===== src/rtl/buffer_c_serializer.sv =====
// Result buffer: captures MMU result rows in parallel and streams them out serially in row-major order.
// Optional output clamping to the signed VAR_SIZE range is compiled in with `define SATURATE_EN.
module buffer_c_serializer #(
  parameter int VAR_SIZE = 8,
  parameter int ACC_SIZE = 32,
  parameter int MMU_SIZE = 10
) (
  input  logic                         clk,
  input  logic                         rst_n,
  input  logic [ACC_SIZE*MMU_SIZE-1:0] C,
  input  logic                         stop,
  input  logic [1:0]                   cmd,
  input  logic [7:0]                   dim_x_in,
  input  logic [7:0]                   dim_y_in,
  output logic signed [ACC_SIZE-1:0]   D,
  output logic                         valid,
  output logic                         busy,
  output logic [7:0]                   dim_x_out,
  output logic [7:0]                   dim_y_out
);

  localparam int PW = $clog2(MMU_SIZE + 1);
  localparam logic [7:0] MAX_DIM = 8'(MMU_SIZE);
  localparam logic signed [ACC_SIZE-1:0] SAT_MAX = ACC_SIZE'((64'sd1 <<< (VAR_SIZE - 1)) - 64'sd1);
  localparam logic signed [ACC_SIZE-1:0] SAT_MIN = ~SAT_MAX;
`ifdef SATURATE_EN
  localparam bit SAT_ON = 1'b1;
`else
  localparam bit SAT_ON = 1'b0;
`endif

  typedef enum logic [1:0] {
    IDLE  = 2'b00,
    LOAD  = 2'b01,
    SEND  = 2'b10,
    CLEAR = 2'b11
  } state_t;

  state_t state, state_nxt;
  logic [PW-1:0] row_ptr, col_ptr;
  logic signed [ACC_SIZE-1:0] mem [MMU_SIZE][MMU_SIZE];

  logic issue_p0, wr_en, wr_zero, ptr_clr, row_inc, col_inc, col_wrap, dims_load, dims_zero;
  logic last_row, last_col, zero_dims;

  function automatic logic signed [ACC_SIZE-1:0] sat(input logic signed [ACC_SIZE-1:0] v);
    if (v > SAT_MAX) return SAT_MAX;
    if (v < SAT_MIN) return SAT_MIN;
    return v;
  endfunction

  function automatic logic [7:0] clamp_dim(input logic [7:0] d);
    return (d > MAX_DIM) ? MAX_DIM : d;
  endfunction

  assign last_row  = (8'(row_ptr) == dim_y_out - 8'd1);
  assign last_col  = (8'(col_ptr) == dim_x_out - 8'd1);
  assign zero_dims = (dim_x_out == 8'd0) || (dim_y_out == 8'd0);
  assign busy      = (state != IDLE);

  always_comb begin
    state_nxt = state;
    issue_p0  = 1'b0;
    wr_en     = 1'b0;
    wr_zero   = 1'b0;
    ptr_clr   = 1'b0;
    row_inc   = 1'b0;
    col_inc   = 1'b0;
    col_wrap  = 1'b0;
    dims_load = 1'b0;
    dims_zero = 1'b0;
    case (state)
      IDLE: begin
        if (cmd != 2'b00 && !stop) begin
          state_nxt = state_t'(cmd);
          ptr_clr   = 1'b1;
          dims_load = (cmd == 2'b01);
          dims_zero = (cmd == 2'b11);
        end
      end
      LOAD: begin
        if (cmd == 2'b11) begin
          state_nxt = CLEAR;
          ptr_clr   = 1'b1;
          dims_zero = 1'b1;
        end else if (zero_dims) begin
          state_nxt = IDLE;
        end else if (!stop) begin
          wr_en   = 1'b1;
          row_inc = 1'b1;
          if (last_row) state_nxt = IDLE;
        end
      end
      SEND: begin
        if (cmd == 2'b11) begin
          state_nxt = CLEAR;
          ptr_clr   = 1'b1;
          dims_zero = 1'b1;
        end else if (zero_dims) begin
          state_nxt = IDLE;
        end else if (!stop) begin
          issue_p0 = 1'b1;
          if (last_col) begin
            col_wrap = 1'b1;
            row_inc  = 1'b1;
            if (last_row) state_nxt = IDLE;
          end else begin
            col_inc = 1'b1;
          end
        end
      end
      CLEAR: begin
        wr_en   = 1'b1;
        wr_zero = 1'b1;
        row_inc = 1'b1;
        if (8'(row_ptr) == MAX_DIM - 8'd1) state_nxt = IDLE;
      end
      default: state_nxt = IDLE;
    endcase
  end

  always_ff @(posedge clk or negedge rst_n) begin
    if (!rst_n) begin
      state     <= IDLE;
      row_ptr   <= '0;
      col_ptr   <= '0;
      dim_x_out <= '0;
      dim_y_out <= '0;
    end else begin
      state <= state_nxt;
      if (ptr_clr) begin
        row_ptr <= '0;
        col_ptr <= '0;
      end else begin
        if (row_inc) row_ptr <= row_ptr + PW'(1);
        if (col_wrap) col_ptr <= '0;
        else if (col_inc) col_ptr <= col_ptr + PW'(1);
      end
      if (dims_load) begin
        dim_x_out <= clamp_dim(dim_x_in);
        dim_y_out <= clamp_dim(dim_y_in);
      end else if (dims_zero) begin
        dim_x_out <= '0;
        dim_y_out <= '0;
      end
    end
  end

  // Storage is intentionally left out of reset; CLEAR is the only way to zero it.
  always_ff @(posedge clk) begin
    if (wr_en) begin
      for (int i = 0; i < MMU_SIZE; i++)
        mem[row_ptr][i] <= wr_zero ? '0 : C[i*ACC_SIZE +: ACC_SIZE];
    end
  end

  // Output stage: one cycle after issue; D holds its last value when nothing issues.
  always_ff @(posedge clk or negedge rst_n) begin
    if (!rst_n) begin
      D     <= '0;
      valid <= 1'b0;
    end else begin
      valid <= issue_p0;
      if (issue_p0) D <= SAT_ON ? sat(mem[row_ptr][col_ptr]) : mem[row_ptr][col_ptr];
    end
  end

endmodule


===== config.mk =====
export PLATFORM = sky130hd
export DESIGN_NAME = buffer_c_serializer
export DESIGN_NICKNAME = d
export VERILOG_FILES = /design/src/rtl/buffer_c_serializer.sv
export SDC_FILE = /design/constraint.sdc
export NUM_CORES = 2
export LEC_CHECK = 0
export CORE_MARGIN = 5
export CORE_UTILIZATION = 40
export DETAILED_ROUTE_END_ITERATION = 7
export PLACE_DENSITY = 0.56
export SLEW_MARGIN = 10
export SYNTH_ARGS = -nofsm -noshare
export SYNTH_HDL_FRONTEND = slang
export SYNTH_SLANG_ARGS = --single-unit

===== constraint.sdc =====
create_clock -name clk -period 42.5 [get_ports clk]
set_input_delay 8.5 -clock clk [delete_from_list [all_inputs] [get_ports clk]]
set_output_delay 8.5 -clock clk [all_outputs]
set_load 0.005 [all_outputs]

# ---- Word-level counts from Yosys, hierarchy flattened
# Memories as Yosys holds them, arrays and structs flattened.
# Cells that the tools add are included.
dict set report totals {
  romBits 0
  word_cells 102
  mem_count 1
  ram_bits 3200
  output_inout_bits 50
  regBits 59
  latchBits 0
}
dict set report classes {
  n_mul 0
  div 0
  reduce_logical 13
  eq_ne 13
  bitwise_logic 1
  magnitude_cmp 3
  muxes 60
  shifts 0
  add_sub_neg 4
}
# memory depth width rd rd_ports_with_merged_regs write_ports line_no
set mem_list {}
lappend mem_list {mem 10 320 1 0 1 41} ;# logic signed [ACC_SIZE-1:0] mem [MMU_SIZE][MMU_SIZE];
# op count
set op_table {}
lappend op_table {{$mux W32} 12}
lappend op_table {{$bmux W32 S4} 1}
lappend op_table {{$mux W8} 5}
lappend op_table {{$mux W1} 22}
lappend op_table {{$mux W2} 10}
lappend op_table {{$mux W4} 5}
lappend op_table {{$eq A4 B8 Y1} 2}
lappend op_table {{$gt A8 B4 Y1 const B} 2}
lappend op_table {{$logic_not A8 Y1} 2}
lappend op_table {{$sub A8 B1 Y8 const B} 2}
lappend op_table {{$ne A4 B4 Y1 const B} 3}
lappend op_table {{$add A4 B1 Y4 const B} 2}
lappend op_table {{$pmux W2 S4} 1}
lappend op_table {{$reduce_bool A2 Y1} 4}
lappend op_table {{$eq A2 B2 Y1 const B} 3}
lappend op_table {{$pmux W1 S2} 3}
lappend op_table {{$ge A5 B5 Y1 const B} 1}
lappend op_table {{$not A4 Y5} 1}
lappend op_table {{$reduce_and A5 Y1} 1}
lappend op_table {{$eq A2 B1 Y1 const B} 2}
lappend op_table {{$eq A4 B4 Y1 const B} 1}
lappend op_table {{$ne A2 B2 Y1 const B} 2}
lappend op_table {{$pmux W1 S3} 1}
lappend op_table {{$reduce_bool A3 Y1} 1}
lappend op_table {{other kinds (5)} 5}

# ---- Depth between registers and ports, before layout
dict set report logic_depth {
  ltp_word 10
  depth_mapped 13
  depth_no_buf 9
}

# ---- Worst setup path before layout
# Ideal clock, no wire load.
dict set report synth_path {
  kind {in2reg}
  startpoint {input cmd[0]}
  endpoint {memory mem[8][0] (netlist bit) (enable)}
  n_path_buf 0
  path_slack_ps -815
  cell_stages 4
  setup_ps 1894
  arrival_time_ps 41421
  cell_sequence {nand2_1 > and3_1 > a31oi_1 > nor4b_1}
}
dict set report synth_between {
  elab_chain_len 5
}
# element line_no
set synth_lines {}
lappend synth_lines {{from (decl)} 12} ;# input logic [1:0] cmd,
lappend synth_lines {{$eq A2 B2 Y1} 82} ;# if (cmd == 2'b11) begin
lappend synth_lines {{$mux W1} n/a}
lappend synth_lines {{$pmux W1 S2} 72} ;# case (state)
lappend synth_lines {{$mux W1} 151} ;# if (wr_en) begin
lappend synth_lines {{$mux W1} 153} ;# mem[row_ptr][i] <= wr_zero ? '0 : C[i*ACC_SIZE +: ACC_SIZE];
lappend synth_lines {{to (decl)} 41}
# Every way passes these cells.

# ---- Final worst setup path
dict set report layout_path {
  startpoint {input cmd[0]}
  endpoint {memory mem[6][262] (netlist bit) (enable)}
}
# Same word-level chain as after synthesis.

==> out/metrics.yaml <==
cpPeakStageDelay_ps: 820
finalSetupTns_ps: 0
finalNonFillerCells: 11500
power_density_mw_per_mm2: 54.7
routedWlPerCell_microns: 32.9
yosys.area.top_type: "edfxtp_1"
rsz0062_at_grt: "no"
start_util: 0.402
tightest_slew_ps: 1390
finalWeightedCongestion: 0.790
async_flop_share: 0.0181
critPathMaxFanout: 52
worstHoldPathType: "flip-flop to flip-flop"
vdd_drop_max_mv: 0.0359
critPathCaptureType: "flip-flop"
grt_pass1_vias: 66800
cts_resized: 0
p_leak_nw: 44.6
place_ws_ps: 28750
yosysTopAreaCellShare: 0.757
portBuffers: 390
violations: "design-rule violations"
power_mw: 8.03
yosysUniqueCellTypes: 66
drc: 5
holdPathStages: 1
final-setup-viol-count: 0
syn-cell-area_sq_mm: 0.127
die_h_microns: 573
cts_tree: "built"
post-route-min-period_ps: 12900
synth-seq-cells: 3259
postCtsHoldBufs: 0
r2r_cells: 6
nets: 7391
crit_arrival_ps: 13400
synth_flop_cell: "edfxtp_1"
finalCritPeriodShare: 0.303
grt_usage: 0.224
clkTransAtPathRegs_ps: 60
stdcell_area_sq_mm: 0.147
fin_skew_ps: 56.9
critical_path_class: "input pin to flip-flop"
htree_levels: 5
ys_warn_count: 0
globalRoute.totalOverflow: 0
n_fill_cell: 26600
synth_cells: 6527
postCtsSetupBuffers: 0
finish.utilization: 0.465
synth_edf_count: 3200
layout_setup_ws_ps: 29600
path_common_cell: "buf_4"
outcome: "finished, violations left"
drive_gt1_frac: 0.170
vias: 66600
clock_path_buffers: 4
finalHoldViolCount: 0
hpwl_microns: 225000
synthTopCellsByArea: "edfxtp_1, mux4_2, mux2i_1, nor2b_1, dfrtp_1"
cap_viol_max_count: 0
hold_slack_ps: 526
fmax_mhz: 77.5
synthesis.nets: 6880
clock-sinks: 3259
syn_to_final_growth_pct: 15.6
worst_path_max_delay_cell: "buf_4"
pin_count: 391
first_iter_violations: 6672
clockRootBuffer: "clkbuf_16"
dp.cells: 10900
slew_violations: 0
path_cells: "clkdlybuf4s50_1 -> nand2_1 -> and3_1 -> a31oi_1 -> buf_4 -> nor2_1 -> and2_4 -> buf_4 -> buf_4 -> buf_4"
worstPathRequired_ps: 43000
grt_max_degree: 125
first_pass_iters: 8
dieArea_sq_mm: 0.329
maxSlewHeadroom: 0.0694
coreArea_sq_mm: 0.315
avgSynthCellArea_sq_um: 19.5
vias_per_cell: 5.80
cp-start-kind: "input pin"
antenna_found_initial: 36
rows: 206
dieWidth_microns: 573
clk_latency_ps: 920
routed_wl_microns: 377000
drtAntennaViolNets: 0
post_dp_cell_area_sq_mm: 0.136
numCtsBuffers: 346
grt_pass1_wl_microns: 531000
yosysSeqAreaShare: 0.768
[layout make-up]
type | instances | area, sq um | area share
clock inverters | 176 | 1780 | 0.0121
inverters | 18 | 71.3 | 0.000486
multi-input cells | 2848 | 27400 | 0.187
clock buffers | 440 | 9180 | 0.0625
repair buffers | 565 | 5490 | 0.0374
well taps | 4160 | 5200 | 0.0355
diodes | 13 | 32.5 | 0.000222
flip-flops and latches | 3259 | 97600 | 0.665
[cell usage after synthesis (all sizes together), types with 10 or more instances]
library cell and instances:
edfxtp 3200, mux2i 549, mux4 442, nor2b 335, buf 230, o22ai 209
a21oi 193, o21ai 180, clkbuf 172, nand2 162, a211oi 147, nor2 105
mux2 97, dfrtp 59, a221oi 39, nand3 31, a31oi 30, nor3 30
a22oi 29, o221ai 24, nor4 23, o211ai 23, o22a 21, inv 18
and2 17, a222oi 16, a2111oi 13, a221o 13, ha 12, a41oi 10
[state kept, by name, summed over array words and instances (netlist names)]
signal / count
D: 32
col_ptr: 4
dim_x_out: 8
dim_y_out: 8
mem: 3200
row_ptr: 4
state: 2
valid: 1
[worst paths after layout]
kind,start,to,slack [ps]
hold / removal,dim_x_out[7],dim_x_out[7],530
setup / recovery,cmd[0],mem[6][262],29600
max in group asynchronous,rst_n,col_ptr[0],33730
min in group asynchronous,rst_n,dim_x_out[2],7470
hold reg to reg,dim_x_out[7],dim_x_out[7],530
setup reg to reg,row_ptr[1],mem[6][262],36620
[critical path: cells and delay by family]
kind / cells / cell delay, ps
buffers and inverters: 5 / 3160
and+or+nand+nor: 4 / 1310
AOI/OAI and AO/OA: 1 / 160
[power breakdown]
group / leakage [nW] / switching, mW / internal [mW]
sequential: 29.6 / 0.0702 / 3.79
combinational: 9.58 / 0.801 / 0.444
clock: 5.33 / 1.25 / 1.68
total: 44.6 / 2.12 / 5.91
[placed cells by master, fill, tap and decap left out, drive strengths merged, types with 17 or more instances in the layout]
master            n
a211oi          147
a21oi           193
a221oi           39
a22oi            29
a31oi            30
and2             17
buf             176
bufinv           23
clkbuf          440
clkdlybuf4s50   389
clkinv          137
dfrtp            59
edfxtp         3200
inv              27
mux2             97
mux2i           549
mux4            442
nand2           162
nand3            31
nor2            105
nor2b           335
nor3             30
nor4             23
o211ai           23
o21ai           180
o221ai           24
o22a             21
o22ai           209
[cell families (layout without fill, tap and decap cells)]
family / count (synthesis) / count (layout) / synth area share
multiplexers: 1088 / 1088 / 0.130
other: 0 / 13 / 0
AO/OA/AOI/OAI: 995 / 995 / 0.0512
AND/OR/NAND/NOR: 740 / 740 / 0.0309
XOR/XNOR: 13 / 13 / 0.000897
adder cells (fa/ha/maj): 12 / 12 / 0.00118
flip-flops: 3259 / 3259 / 0.768
buffers and inverters: 420 / 1199 / 0.0171
[per-layer routing]
| layer | track usage | wire (microns) | part of all wire |
|---|---|---|---|
| met5 | 0 | 13 | 0.000034 |
| met4 | 0.0625 | 11600 | 0.031 |
| met3 | 0.0337 | 24800 | 0.066 |
| met2 | 0.362 | 180000 | 0.48 |
| met1 | 0.319 | 161000 | 0.43 |
Power figures use the tool's default switching activity.
